`config.mk`:
```
export PLATFORM = sky130hd
export DESIGN_NAME = keypad_key_fifo
export DESIGN_NICKNAME = d
export VERILOG_FILES = /design/src/rtl/keypad_key_fifo.sv
export SDC_FILE = /design/constraint.sdc
export NUM_CORES = 1
export LEC_CHECK = 0
export CAP_MARGIN = 20
export CORE_ASPECT_RATIO = 1.4
export CORE_MARGIN = 8
export CORE_UTILIZATION = 52
export CTS_BUF_LIST = sky130_fd_sc_hd__clkbuf_16
export DETAILED_ROUTE_END_ITERATION = 8
export PLACE_DENSITY = 0.83
export SYNTH_ARGS = -nofsm -noshare
export SYNTH_HDL_FRONTEND = slang
export SYNTH_SLANG_ARGS = --single-unit
```
`constraint.sdc`:
```
create_clock -name clk -period 5.4 [get_ports clk]
set_clock_uncertainty 0.1 [all_clocks]
set_input_delay 1.08 -clock clk [delete_from_list [all_inputs] [get_ports clk]]
set_output_delay 1.08 -clock clk [all_outputs]
set_load 0.01 [all_outputs]
```
`src/rtl/keypad_key_fifo.sv`:
```
// Key-code FIFO between the keypad scanner and the CPU read mux.
// Edge-detected push/pop/status events; combinational status and data read views.
module keypad_key_fifo #(
    parameter int unsigned DEPTH  = 4,
    parameter int unsigned CODE_W = 4
) (
    input  logic                       clk,
    input  logic                       rst,
    input  logic                       key_valid,
    input  logic [CODE_W-1:0]          key_code,
    input  logic                       ack,
    input  logic                       statusordata,
    output logic [15:0]                data_out,
    output logic [$clog2(DEPTH):0]     count,
    output logic                       empty,
    output logic                       full,
    output logic                       overflow
);

    localparam int unsigned PW = $clog2(DEPTH);
    localparam int unsigned CW = PW + 1;

    logic [CODE_W-1:0] mem [DEPTH];
    logic [PW-1:0]     rp_q, rp_d;
    logic [PW-1:0]     wp_q, wp_d;
    logic [CW-1:0]     count_q, count_d;
    logic              overflow_q, overflow_d;
    logic              kv_q, ack_q, st_q;

    logic push_ev, pop_ev, stat_ev;
    logic do_push, do_pop, drop;
    logic [15:0] head_word;

    assign push_ev = key_valid & ~kv_q;
    assign pop_ev  = ack & ~ack_q;
    assign stat_ev = statusordata & ~st_q;

    assign count    = count_q;
    assign empty    = (count_q == '0);
    assign full     = (count_q == CW'(DEPTH));
    assign overflow = overflow_q;

    // A pop in the same cycle frees the slot, so a push into a full FIFO still lands.
    assign do_pop  = pop_ev & ~empty;
    assign do_push = push_ev & (~full | do_pop);
    assign drop    = push_ev & full & ~do_pop;

    always_comb begin
        rp_d       = rp_q;
        wp_d       = wp_q;
        count_d    = count_q;
        overflow_d = overflow_q;
        if (do_push) begin
            wp_d = wp_q + 1'b1;
        end
        if (do_pop) begin
            rp_d = rp_q + 1'b1;
        end
        count_d = count_q + CW'(do_push) - CW'(do_pop);
        if (drop) begin
            overflow_d = 1'b1;
        end else if (stat_ev) begin
            overflow_d = 1'b0;
        end
    end

    always_ff @(posedge clk) begin
        if (rst) begin
            rp_q       <= '0;
            wp_q       <= '0;
            count_q    <= '0;
            overflow_q <= 1'b0;
            // Held high so inputs already asserted at release raise no event.
            kv_q       <= 1'b1;
            ack_q      <= 1'b1;
            st_q       <= 1'b1;
        end else begin
            rp_q       <= rp_d;
            wp_q       <= wp_d;
            count_q    <= count_d;
            overflow_q <= overflow_d;
            kv_q       <= key_valid;
            ack_q      <= ack;
            st_q       <= statusordata;
        end
    end

    always_ff @(posedge clk) begin
        if (!rst && do_push) begin
            mem[wp_q] <= key_code;
        end
    end

    always_comb begin
        head_word               = '0;
        head_word[CODE_W-1:0]   = mem[rp_q];
        data_out                = 16'h0000;
        if (statusordata) begin
            data_out = {13'b0, overflow_q, full, ~empty};
        end else if (!empty) begin
            data_out = head_word;
        end
    end

endmodule

```
* After elaboration in Yosys (flattened, before gate mapping) *
Memory sizes are Yosys's and may differ from the RTL's. A register that Yosys moved wholly into a read port is not among the register bits.
Index checks and enable logic that the tools add are counted.

operators by class
  bitwise gates (word level) = 14
  reductions and logical operators = 4
  add/subtract/negate cells = 4
  $mul = 0
  magnitude comparators = 0
  muxes and demuxes = 8
  divide/modulo/power cells = 0
  shift operators = 0
  equality and inequality tests = 1

operators by type and width
  operator                                     number
  two-way mux 4 bit                            2
  bitwise AND 1 bit                            7
  NOT 1 bit                                    6
  adder 2 x 1 -> 2 bit, second input constant  2
  two-way mux 1 bit                            4
  two-way mux 2 bit                            2
  adder 3 x 1 -> 3 bit                         1
  equality test 3 bit, second input constant   1
  logical NOT 3 bit                            1
  subtractor 3 x 1 -> 3 bit                    1
  nonzero test 2 bit                           1
  logical AND 1 bit                            1
  logical NOT 1 bit                            1
  OR 1 bit                                     1

word-level totals
  memory bits (read-only) = 0
  memories kept = 1
  output and inout bits = 22
  word-level logic and storage cells = 39
  flip-flop bits (word level) = 11
  RAM bits = 16
  latch bits = 0

memory list
  name  depth  width  read ports  clocked after Yosys merged registers in  write ports  line  text
  mem   4      4      1           1                                        1            23    logic [CODE_W-1:0] mem [DEPTH];

* Longest topological paths before layout *
Gate-level depths: netlist of the first run.

  depth after elaboration = 8
  depth in mapped cells = 10
  mapped depth without buffers = 10

* Worst setup path after synthesis of the first run *
Ideal clock, no wire load.

  kind = input -> register
  start point = input port key_valid
  end point = register count_q[2], in the netlist count[2]
  stages = 10
  slack = 2.469 ns
  library setup time = 0.127 ns
  arrival = 2.703 ns
  buffers on the path = 0
  cell sequence = nor2b_1 a21boi_2 inv_2 ha_1 inv_1 ha_1 fa_1 xnor2_1 xnor2_1 nor2_1

on the way
  cells in the longest elaborated chain, start to end = 4

RTL lines
  element                    line  text
  start, declared            9     input logic key_valid,
  bitwise AND 1 bit          34    assign push_ev = key_valid & ~kv_q;
  bitwise AND 1 bit          45    assign do_push = push_ev & (~full | do_pop);
  adder 3 x 1 -> 3 bit       59    count_d = count_q + CW'(do_push) - CW'(do_pop);
  subtractor 3 x 1 -> 3 bit  59
  end signal, assigned       80    count_q <= count_d;
  end, declared              26    logic [CW-1:0] count_q, count_d;

No other way between the ends.
A chain may end at the register's enable or synchronous reset.

* Worst setup path after layout of the first run *
  start point = input port statusordata
  end point = output port data_out[1]

on the way
  cells in the longest elaborated chain, start to end = 1

RTL lines
  element            line  text
  start, declared    12    input logic statusordata,
  two-way mux 4 bit  98    if (statusordata) begin
  end, declared      13    output logic [15:0] data_out,

No other way between the ends.

==> results.ini, run 1 <==
[power_and_ir_drop]
power_w=0.0006032
switching_share_pct=24.09
power.internal_w=0.0004579
p_comb_share_pct=16.2
ir_drop_mv=0.2491
p_leak_nw=0.6021
power_density_mw_per_mm2=371.1
p_switching_w=0.0001453
p_clk_share_pct=42.2
share_seq_of_total_power_pct=41.5

[critical_path]
cp_max_fo=6
endpoint=data_out[1]
worstPathArrival_ns=2.49
cpMaxStageDelayCell=clkdlybuf4s50_1
crit_required_ns=4.22
crit_buf_inv=2
setup.worst_path.end_class=primary output
crit_family=buffers and inverters
critPathLaunchType=primary input
setup.worst_path.start=statusordata
rrSetupSlack_ns=2.97
r2r_cells=10
cpPeakStageDelay_ns=0.54
cp_common_cell=clkdlybuf4s50_1
reg2reg_to=count[2]$_SDFF_PP0_
path_class=in2out
worstReg2RegStart=count[1]$_SDFF_PP0_
cp.depth=4
path_cells=clkdlybuf4s50_1 > nor2_1 > a22o_1 > clkdlybuf4s50_1

[clocking]
clockBufferDepth=2
clkLatencyLatePin_ns=0.27
cts_hold_buf=0
postCtsSetupBuffers=0
cts_buffers=5
clkSinkCount=29
post_cts_resized=0
cts_tree=built
root_buffer=clkbuf_16
cts_max_level=2
path_clk_slew_ns=0.04

[global_route]
grt_use_total_pct=11.95
gr-total-overflow=0
antenna_found_initial=0
met1_usage_pct=10.52
grt_start_max_net_pins=19
grt-busiest-layer=met2
grt_pass1_vias=849
met2_usage_pct=20.66
use_met3_pct=6.588
grt_pass1_wl_um=3760

[floorplan]
dieArea_sq_mm=0.004436
initial_core_util_pct=54.71
io_pins=31
num_rows=21
core_area_sq_mm=0.002417
die_h_um=75.67
die_w_um=58.62

[layout]
antennaDiodeCount=0
layout.nets=141
layout.cells.non_filler=160
drive_gt1_share_pct=12.70
layout_commonest_cell=clkdlybuf4s50_1
final_cell_mix=clkdlybuf4s50_1 (18), edfxtp_1 (16), dfxtp_1 (13), conb_1 (12), inv_1 (9)
post-route-util_pct=67.24
syn2layout_area_growth_pct=22.90

[routing]
vias_per_cell=5.000
num_vias=800
wl_per_cell_um=15.23
wirelength_um=2437
drtIter0Drc=11
firstDrtPassIters=2
drt_drc_violations_left=0
ant_nets=0

[synthesis]
synth_top_area_share_pct=36.33
ys_async_sr_fraction_pct=0
synth_area_leaders=edfxtp_1 (36%), dfxtp_1 (20%), buf_4 (6.8%), mux4_2 (6.8%), ha_1 (5.7%)
synth-seq-area-share_pct=56.01
synthFlopType=edfxtp_1
synth-seq-cells=29
avgSynthCellArea_sq_um=12.84
synth_cells=103
yosysTopAreaCell=edfxtp_1
synth_area_sq_mm=0.001323
synth_cell_types=29
synth_edf_count=16
yosysWarningCount=0

[placed_design]
io_buffers=18
numPlacedInstances=152
dp_hpwl_um=1856
globalplace.congestion=0.7136

[outcome]
status=finished clean

[sta]
slew_headroom_pct=54.24
setup_tns_ns=0
rsz0062_at_grt=no
finalSetupViolations=0
max_freq_mhz=272.4
slew_viol_final=0
worst_pin_slew_ns=0.6849
hold_viol=0
finalCritPeriodShare_pct=67.97
post-route-min-period_ns=3.670

[worst_hold_path]
hold_path_class=reg2reg

[flow_run]
drv_cap=0

==> through the flow <==
| step | area [sq um] | hold WS [ns] | setup WS [ns] |
|---|---|---|---|
| floorplan | 1364 | 0.3529 | 2.469 |
| global placement | 1489 | 0.3730 | 1.752 |
| detailed placement | 1489 | 0.3857 | 1.727 |
| CTS | 1625 | 0.3978 | 1.721 |
| global route | 1625 | 0.4248 | 1.673 |
| finish | 1625 | 0.3926 | 1.730 |
==> synth_stat cells, drive strengths merged, types with 2 or more instances <==
master,count
nor2b,3
mux4,4
inv,8
nor3b,5
edfxtp,16
a22o,2
nand2b,3
o21ai,2
a21oi,4
buf,12
xnor2,2
dfxtp,13
ha,6
nor2,7
clkbuf,2
or2,3
==> state kept, by name, indices dropped and copies added, names as in the netlist, named ones only <==
signal	count
ack_q	1
count	3
kv_q	1
mem	16
overflow	1
rp_q	2
st_q	1
wp_q	2
==> per-layer routing <==
layer  wire, um  part of all wire (%)  up-vias
met5          0                     0        -
met4         53                   2.2        0
li1           -                     -      379
met2       1223                    50       28
met3        250                    10        6
met1        910                    37      387
==> how the worst min path moves through the flow <==
stage | start | to | slack [ns] | cells after the start
global placement | rp_q[1]$_SDFFE_PP0P_ | rp_q[1]$_SDFFE_PP0P_ | 0.37 | 2
CTS | rp_q[1]$_SDFFE_PP0P_ | flip-flop | 0.40 | 2
global route | rp_q[1]$_SDFFE_PP0P_ | rp_q[1]$_SDFFE_PP0P_ | 0.42 | 2
detailed placement | rp_q[1]$_SDFFE_PP0P_ | rp_q[1]$_SDFFE_PP0P_ | 0.39 | 2
finish | rp_q[1]$_SDFFE_PP0P_ | flip-flop | 0.39 | 2
floorplan | rp_q[1]$_SDFFE_PP0P_ | flip-flop | 0.35 | 2
==> power groups by stage <==
| stage | clock network [W] | logic, W | registers, W |
|---|---|---|---|
| after floorplan | 0 | 0.0000565 | 0.000255 |
| after global placement | 0 | 0.0000956 | 0.000253 |
| after detailed placement | 0 | 0.0000988 | 0.000255 |
| after CTS | 0.000258 | 0.0000990 | 0.000251 |
| after global routing | 0.000267 | 0.000106 | 0.000252 |
| final | 0.000255 | 0.0000980 | 0.000250 |
==> tightest hold or removal path: stages, from the launching register on <==
cell and delay (ns):
dfxtp_1 0.30, o31ai_1 0.06, a21oi_1 0.07
==> logic make-up after synthesis <==
| group | share of synthesized area, % |
|---|---|
| flip-flops | 56.01 |
| adder cells (fa/ha/maj) | 7.190 |
| other | 0.2835 |
| AO/OA/AOI/OAI | 5.015 |
| buffers and inverters | 9.651 |
| XOR/XNOR | 1.325 |
| multiplexers | 8.420 |
| AND/OR/NAND/NOR | 12.11 |
==> layout make-up <==
class | count | area [sq um]
fillers | 197 | 792.0
multi-input cells | 63 | 495.5
well taps | 34 | 42.54
repair buffers | 18 | 180.2
clock inverters | 3 | 11.26
clock buffers | 5 | 125.1
flip-flops and latches | 29 | 740.7
inverters | 8 | 30.03
No activity file was read; power rests on OpenSTA's default activity.
==> run 2: changes to the inputs <==
Settings changed: CORE_UTILIZATION 52 to 44, PLACE_DENSITY 0.83 to 0.75.
Clock period 5.4 ns to 3.1 ns, I/O delays scaled along.
==> run 2 against run 1 <==
First-iteration DRC count did not move. Sequential share of layout area fell by 1.4 points. Setup slack got worse by 1.4 ns. Via count fell by 0.75%. Core utilization fell by 9.0 points. Critical path type unchanged. Largest cell class unchanged.
==> results.ini, run 2 (synthesis gave the netlist of run 1 again) <==
[outcome]
status=finished clean

[global_route]
grt_pass1_vias=854  ; +0.59%
grt_pass1_wl_um=4015  ; +6.8%
gr-total-overflow=0  ; unchanged
grt_start_max_net_pins=18  ; -1
antenna_found_initial=0  ; unchanged
grt_use_total_pct=10.56  ; -1.4 points

[layout]
regMostFlops=mem
layout.nets=147  ; +4.3%
layout_commonest_cell=clkdlybuf4s50_1
final_area_sq_mm=0.001675  ; +3.1%
drive_gt1_share_pct=17.42  ; +4.7 points
final_cell_mix=clkdlybuf4s50_1 (18), edfxtp_1 (16), dfxtp_1 (13), conb_1 (12)
antennaDiodeCount=0  ; unchanged
largest_register_ffs=16  ; unchanged
layout.cells.non_filler=169  ; +5.6%
syn2layout_area_growth_pct=26.68

[clocking]
postCtsSetupBuffers=0  ; unchanged
clkSinkCount=29  ; unchanged
path_clk_slew_ns=0.05  ; about the same
clockBufferDepth=2  ; unchanged
root_buffer=clkbuf_16
cts_tree=built
cts_buffers=5  ; unchanged
post_cts_resized=0  ; unchanged
cts_max_level=2  ; unchanged
clkLatencyLatePin_ns=0.27  ; about the same
cts_hold_buf=0  ; unchanged

[worst_hold_path]
hold_path_class=reg2reg

[sta]
slew_headroom_pct=56.25  ; +2.0 points
setup_tns_ns=0  ; unchanged
hold_viol=0  ; unchanged
max_freq_mhz=362.1
slew_viol_final=0  ; unchanged
finalSetupViolations=0  ; unchanged
post-route-min-period_ns=2.762
rsz0062_at_grt=no
finalCritPeriodShare_pct=89.08
worst_pin_slew_ns=0.6548  ; -0.03012 ns

[floorplan]
die_h_um=80.87  ; +6.9%
die_w_um=62.34  ; +6.3%
dieArea_sq_mm=0.005041  ; +14%
num_rows=23  ; +9.5%
core_area_sq_mm=0.002878  ; +19%
initial_core_util_pct=45.96  ; -8.8 points
io_pins=31  ; unchanged

[critical_path]
cpPeakStageDelay_ns=0.53  ; about the same
setup.worst_path.end_class=primary output
worstPathArrival_ns=2.04  ; -0.45 ns
cp_common_cell=clkdlybuf4s50_1
crit_buf_inv=2  ; unchanged
cpMaxStageDelayCell=clkdlybuf4s50_1
cp_max_fo=6  ; unchanged
path_class=in2out
path_cells=clkdlybuf4s50_1 > nor2_1 > and2_1 > clkdlybuf4s50_1
crit_required_ns=2.38  ; -1.84 ns
crit_family=buffers and inverters
critPathLaunchType=primary input

[placed_design]
io_buffers=18  ; unchanged
numPlacedInstances=161  ; +5.9%
placed_area_sq_mm=0.001538  ; +3.3%
dp_hpwl_um=1823  ; -1.8%
globalplace.congestion=0.7268  ; +1.8%

[power_and_ir_drop]
power_density_mw_per_mm2=625.5  ; +69%
ir_drop_mv=0.5106  ; +100%
p_leak_nw=0.6276  ; +4.2%

[routing]
wirelength_um=2319  ; -4.8%
wl_per_cell_um=13.72  ; -9.9%
num_vias=794  ; -0.75%
ant_nets=0  ; unchanged
drt_drc_violations_left=0  ; unchanged
firstDrtPassIters=3  ; +1
vias_per_cell=4.698  ; -6.0%
drtIter0Drc=11  ; unchanged

[flow_run]
drv_cap=0  ; unchanged

## run 2: report_power, final
group	leakage [nW]	switching [W]	internal, W
Clock	0.0687	0.000149	0.000288
Combinational	0.309	0.0000827	0.0000929
Sequential	0.250	0.0000143	0.000421
## run 2: worst paths after layout
kind | from | endpoint | slack [ns] | cells after the start
worst max register to register | count[1]$_SDFF_PP0_ | count[2]$_SDFF_PP0_ | 0.72 | 9
worst min-delay path | rp_q[1]$_SDFFE_PP0P_ | flip-flop | 0.38 | 2
worst max-delay path | statusordata | data_out[3] | 0.34 | 4
worst min register to register | rp_q[1]$_SDFFE_PP0P_ | flip-flop | 0.38 | 2
## run 2: final cells by class
type / instances / area [sq um]
Multi-Input combinational cell: 63 / 495.5
Tap cell: 37 / 46.29
Clock buffer: 5 / 125.1
Inverter: 8 / 30.03
Fill cell: 247 / 1202
Timing Repair Buffer: 24 / 225.2
Clock inverter: 3 / 12.51
Sequential cell: 29 / 740.7
## run 2: routing by layer
metal / wire length (um) / track usage, % / up-vias / share of wire (%)
met5: 0 / 0 / - / 0
met4: 73 / 6.865 / 0 / 3.1
met3: 212 / 6.740 / 6 / 9.1
met2: 1179 / 17.96 / 26 / 51
met1: 853 / 9.212 / 374 / 37
li1: - / - / 388 / -
## run 2: per-stage QoR
stage | util (%) | setup slack (ns) | power [W] | hold slack [ns]
2_1_floorplan | - | 0.6294 | 0.0005418 | 0.3529
3_3_place_gp | 53.43 | 0.1843 | 0.0006149 | 0.3636
3_5_place_dp | 53.43 | 0.1243 | 0.0006195 | 0.3772
4_1_cts | 58.22 | 0.3108 | 0.001062 | 0.3837
5_1_grt | 58.22 | 0.2252 | 0.001102 | 0.4013
6_report | 58.22 | 0.3384 | 0.001048 | 0.3801
## run 2: worst min-delay path: stages, from the launching register on
cell and delay [ns]:
dfxtp_1 0.30, o31ai_1 0.06, a21oi_1 0.07
